[config.mk]
export PLATFORM = sky130hd
export DESIGN_NAME = id_inst_queue
export DESIGN_NICKNAME = d
export VERILOG_FILES = /design/src/rtl/id_inst_queue.sv
export SDC_FILE = /design/constraint.sdc
export NUM_CORES = 1
export LEC_CHECK = 0
export BUFFER_PORTS_ARGS = -buffer_cell sky130_fd_sc_hd__buf_2
export CAP_MARGIN = 20
export CORE_MARGIN = 3
export CORE_UTILIZATION = 57
export DETAILED_ROUTE_END_ITERATION = 10
export PLACE_DENSITY = 0.79
export SLEW_MARGIN = 10
export SYNTH_ARGS = -nofsm -noshare
export SYNTH_HDL_FRONTEND = slang
export SYNTH_SLANG_ARGS = --single-unit
[constraint.sdc]
create_clock -name clk -period 3.5 [get_ports clk]
set_clock_uncertainty 0.05 [all_clocks]
set_input_delay 0.7 -clock clk [delete_from_list [all_inputs] [get_ports clk]]
set_output_delay 0.7 -clock clk [all_outputs]
set_load 0.01 [all_outputs]
[src/rtl/id_inst_queue.sv]
// Instruction queue between IF and ID: a DEPTH-entry circular FIFO of {pc, inst}
// with branch flush (optionally keeping one delay-slot entry). Optional macro:
// ID_INST_QUEUE_BYPASS_EN lets an empty queue pass IF straight through to ID.
module id_inst_queue #(
   parameter int DEPTH  = 4,
   parameter int PC_W   = 32,
   parameter int INST_W = 32
) (
   input  logic                     clk,
   input  logic                     rst,
   input  logic                     in_valid,
   input  logic [PC_W-1:0]          in_pc,
   input  logic [INST_W-1:0]        in_inst,
   output logic                     in_ready,
   output logic                     out_valid,
   output logic [PC_W-1:0]          out_pc,
   output logic [INST_W-1:0]        out_inst,
   input  logic                     out_ready,
   input  logic                     flush,
   input  logic                     flush_keep,
   output logic [$clog2(DEPTH):0]   count
);

   localparam int AW = $clog2(DEPTH);
   localparam int CW = AW + 1;

   logic [PC_W-1:0]   r_mem_pc   [DEPTH];
   logic [INST_W-1:0] r_mem_inst [DEPTH];
   logic [AW-1:0]     r_wr_ptr;
   logic [AW-1:0]     r_rd_ptr;
   logic [CW-1:0]     r_count;

   logic              w_empty;
   logic              w_pop;
   logic              w_push;
   logic              w_bypass_take;
   logic [AW-1:0]     w_rd_next;
   logic [CW-1:0]     w_left;

   always_comb begin
      w_empty       = (r_count == '0);
`ifdef ID_INST_QUEUE_BYPASS_EN
      // An empty queue forwards IF directly; if ID takes it, nothing is stored.
      out_valid     = w_empty && !flush ? in_valid : !w_empty;
      out_pc        = w_empty && !flush ? in_pc    : r_mem_pc[r_rd_ptr];
      out_inst      = w_empty && !flush ? in_inst  : r_mem_inst[r_rd_ptr];
      w_bypass_take = w_empty & ~flush & in_valid & out_ready;
`else
      out_valid     = !w_empty;
      out_pc        = r_mem_pc[r_rd_ptr];
      out_inst      = r_mem_inst[r_rd_ptr];
      w_bypass_take = 1'b0;
`endif
      w_pop     = !w_empty & out_ready;
      in_ready  = (r_count < CW'(DEPTH)) | w_pop;
      w_push    = in_valid & in_ready & ~flush & ~w_bypass_take;
      w_rd_next = w_pop ? r_rd_ptr + AW'(1) : r_rd_ptr;
      w_left    = r_count - CW'(w_pop);
   end

   // Flush is resolved against the post-pop state; a kept entry is the new head.
   always_ff @(posedge clk) begin
      if (!rst) begin
         r_wr_ptr <= '0;
         r_rd_ptr <= '0;
         r_count  <= '0;
      end else begin
         r_rd_ptr <= w_rd_next;
         if (flush) begin
            if (flush_keep && w_left != '0) begin
               r_count  <= CW'(1);
               r_wr_ptr <= w_rd_next + AW'(1);
            end else begin
               r_count  <= '0;
               r_wr_ptr <= w_rd_next;
            end
         end else begin
            if (w_push) begin
               r_wr_ptr <= r_wr_ptr + AW'(1);
            end
            r_count <= r_count + CW'(w_push) - CW'(w_pop);
         end
      end
   end

   always_ff @(posedge clk) begin
      if (rst && w_push) begin
         r_mem_pc[r_wr_ptr]   <= in_pc;
         r_mem_inst[r_wr_ptr] <= in_inst;
      end
   end

   assign count = r_count;

endmodule

==> flow_metrics.py <==
metrics = {
    "run_status": {
        "outcome": "completed",
    },
    "placed_design": {
        "portBuffers": 138,
        "place.gp.congestion": 0.744,
        "dpl_cell_area_mm2": 0.0108,
        "hpwl_um": 10700,
    },
    "job": {
        "maxCapViolCount": 0,
    },
    "cells_and_area": {
        "areaGrowthSynthToFinish_pct": 19.1,
        "insertedDiodeCount": 0,
        "final_cell_area_mm2": 0.0116,
        "n_fill_cell": 1023,
        "nNetsFinal": 636,
        "drive_above_1_share_pct": 44.6,
    },
    "sta": {
        "drv_slew": 0,
        "rsz0062_at_grt": "no",
        "fmaxAchievable_mhz": 315,
        "finalHoldViolCount": 0,
        "setup_tns_ns": 0,
        "tightest_slew_ns": 1.01,
        "max_slew_margin_pct": 32.4,
        "finalWorstPathRequiredPeriod_ns": 3.17,
        "setup_viol": 0,
        "min_period_over_period_pct": 90.6,
    },
    "synthesis": {
        "synth.distinct_cells": 32,
        "yosys_warnings": 0,
        "synth_seq_cells": 263,
        "syn_area_mm2": 0.00973,
        "synth.avg_cell_area_um2": 24.6,
        "ys_seq_area_share_pct": 80.4,
        "synth-async-reset-ratio_pct": 0,
        "syn_inst": 396,
        "synth_ff_type": "edfxtp_1",
        "synth_fp_nets": 474,
        "synth-edff-count": 256,
    },
    "floorplanning": {
        "die_x_um": 137,
        "dieArea_mm2": 0.0187,
        "design.core.area_mm2": 0.0166,
        "start_util_pct": 58.5,
        "num_rows": 47,
        "die_h_um": 137,
        "io_pins": 139,
    },
    "grt": {
        "grt_pass1_vias": 4948,
        "gr-usage-all-layers_pct": 19.4,
        "grt_pass1_wl_um": 27400,
        "antenna_found_initial": 1,
        "met2_usage_pct": 32.1,
        "use_met3_pct": 5.88,
        "globalRouteOverflowTotal": 0,
        "busiest_layer": "met2",
        "use_met1_pct": 26.1,
        "grt_max_degree": 68,
    },
    "cts": {
        "clk_latency_ns": 0.51,
        "htree_levels": 1,
        "cts_resized": 0,
        "cts-root-buf": "clkbuf_16",
        "cts_sinks": 263,
        "path_clk_slew_ns": 0.06,
        "cts_hold_buf": 0,
        "clk_path_buf_depth": 3,
        "cts_buffers": 27,
        "tritoncts": "yes",
        "cts_setup_buffers": 0,
    },
    "detailed_routing": {
        "drc": 0,
        "wl_um": 17500,
        "route.vias.total": 4522,
        "wl_per_cell_um": 21.9,
        "first_iter_violations": 257,
        "ant_nets": 0,
        "vias_per_cell": 5.66,
        "first_pass_iters": 4,
    },
    "min_path": {
        "min_from": "in_inst[23]",
        "min_to": "r_mem_inst[3][23]",
        "hold_depth": 1,
        "hold_class": "input port to flip-flop",
    },
    "power_and_ir_drop": {
        "p_leak_nw": 3.89,
        "vdd_ir_drop_max_mv": 0.493,
        "p_per_area_mw_per_mm2": 612,
        "finalPower_mw": 7.10,
    },
    "critical_path": {
        "worstPathArrival_ns": 2.42,
        "required_ns": 2.75,
        "ff2ff_path_depth": 10,
        "path_max_fanout": 41,
        "worstSetupStartpointType": "flip-flop",
        "reg2reg_to": "count[2]",
        "r2r_slack_ns": 0.98,
        "endpoint_kind": "output port",
        "critPathKind": "flip-flop to output port",
        "r2r-start": "count[2]",
    },
}
[flip-flops by register name, indices dropped and copies added (netlist names)]
| signal | flops |
|---|---|
| count | 3 |
| r_wr_ptr | 2 |
| r_mem_inst | 128 |
| r_rd_ptr | 2 |
| r_mem_pc | 128 |
[cells by family (layout without fill, tap and decap cells)]
family                   count (synthesis)  count (layout)  share of synthesized area, %
XOR/XNOR                                 6               6                         0.540
multiplexers                            65              65                          14.9
AND/OR/NAND/NOR                         22              22                          1.35
buffers and inverters                   23             206                         0.977
adder cells (fa/ha/maj)                  8               8                          1.11
flip-flops                             263             263                          80.4
AO/OA/AOI/OAI                            9               9                         0.707
[per-stage QoR]
step	setup WS [ns]	util (%)	cells	hold slack, ns
2_1_floorplan	0.340	-	396	0.562
3_3_place_gp	0.801	64.8	749	0.574
3_5_place_dp	0.682	64.8	749	0.625
4_1_cts	0.236	69.7	799	0.318
5_1_grt	0.132	69.7	799	0.321
6_report	0.329	69.7	799	0.342
[worst max path at each step]
stage | start | end | slack, ns | cells after the start
4_1_cts | r_rd_ptr[0] | out_pc[13] | 0.24 | 3
3_5_place_dp | out_ready | count[2] | 0.68 | 11
2_1_floorplan | out_ready | r_mem_inst[0][0] | 0.34 | 4
3_3_place_gp | out_ready | count[2] | 0.80 | 11
5_1_grt | r_rd_ptr[0] | out_inst[1] | 0.13 | 3
6_report | r_rd_ptr[0] | out_inst[25] | 0.33 | 3
[area by class of cell]
type | count | area, um2 | share of cell area [%]
clock inverter | 16 | 109 | 0.939
tap | 220 | 275 | 2.37
multi-input combinational | 110 | 1820 | 15.7
inverter | 9 | 33.8 | 0.291
timing repair buffer | 147 | 821 | 7.08
clock buffer | 34 | 702 | 6.05
sequential | 263 | 7840 | 67.6
[synth_stat cells, drive strengths merged, types with 2 or more instances]
| cell | n | area, um2 |
|---|---|---|
| inv | 9 | 33.8 |
| buf | 9 | 42.5 |
| o31ai | 2 | 20.0 |
| edfxtp | 256 | 7690 |
| nand2 | 2 | 7.51 |
| dfxtp | 7 | 140 |
| and2 | 5 | 33.8 |
| nor2b | 4 | 25.0 |
| a21oi | 3 | 15.0 |
| clkbuf | 5 | 18.8 |
| mux4 | 64 | 1440 |
| ha | 7 | 87.6 |
| nor2 | 3 | 11.3 |
| xnor2 | 6 | 52.6 |
[report_power, final]
| group | switching, mW | internal (mW) | leakage, nW |
|---|---|---|---|
| sequential | 0.115 | 3.56 | 2.37 |
| combinational | 0.398 | 0.462 | 1.13 |
| clock | 1.07 | 1.49 | 0.391 |
| total | 1.59 | 5.51 | 3.89 |
[critical path, stage by stage (launching register included)]
cell	delay, ns
dfxtp_4	0.90
buf_12	0.26
mux4_2	0.54
buf_2	0.17
[layer usage]
layer	part of all wire, %	vias to the layer above
met5	0.074	-
met4	1.0	2
met3	7.8	20
met2	51	159
met1	40	2341
li1	-	2000
[cell usage in the layout, fill, tap and decap left out, types with 2 or more instances in the layout]
cell and count:
a21oi_1 3, and2_4 5, buf_12 5, buf_2 138
buf_4 4, clkbuf_1 7, clkbuf_16 27, clkinv_1 7
clkinv_2 4, clkinvlp_4 2, dfxtp_1 5, dfxtp_4 2
edfxtp_1 256, ha_1 7, inv_1 8, mux4_2 64
nand2_1 2, nor2_1 3, nor2b_1 4, xnor2_1 6
Power figures use the tool's default switching activity.
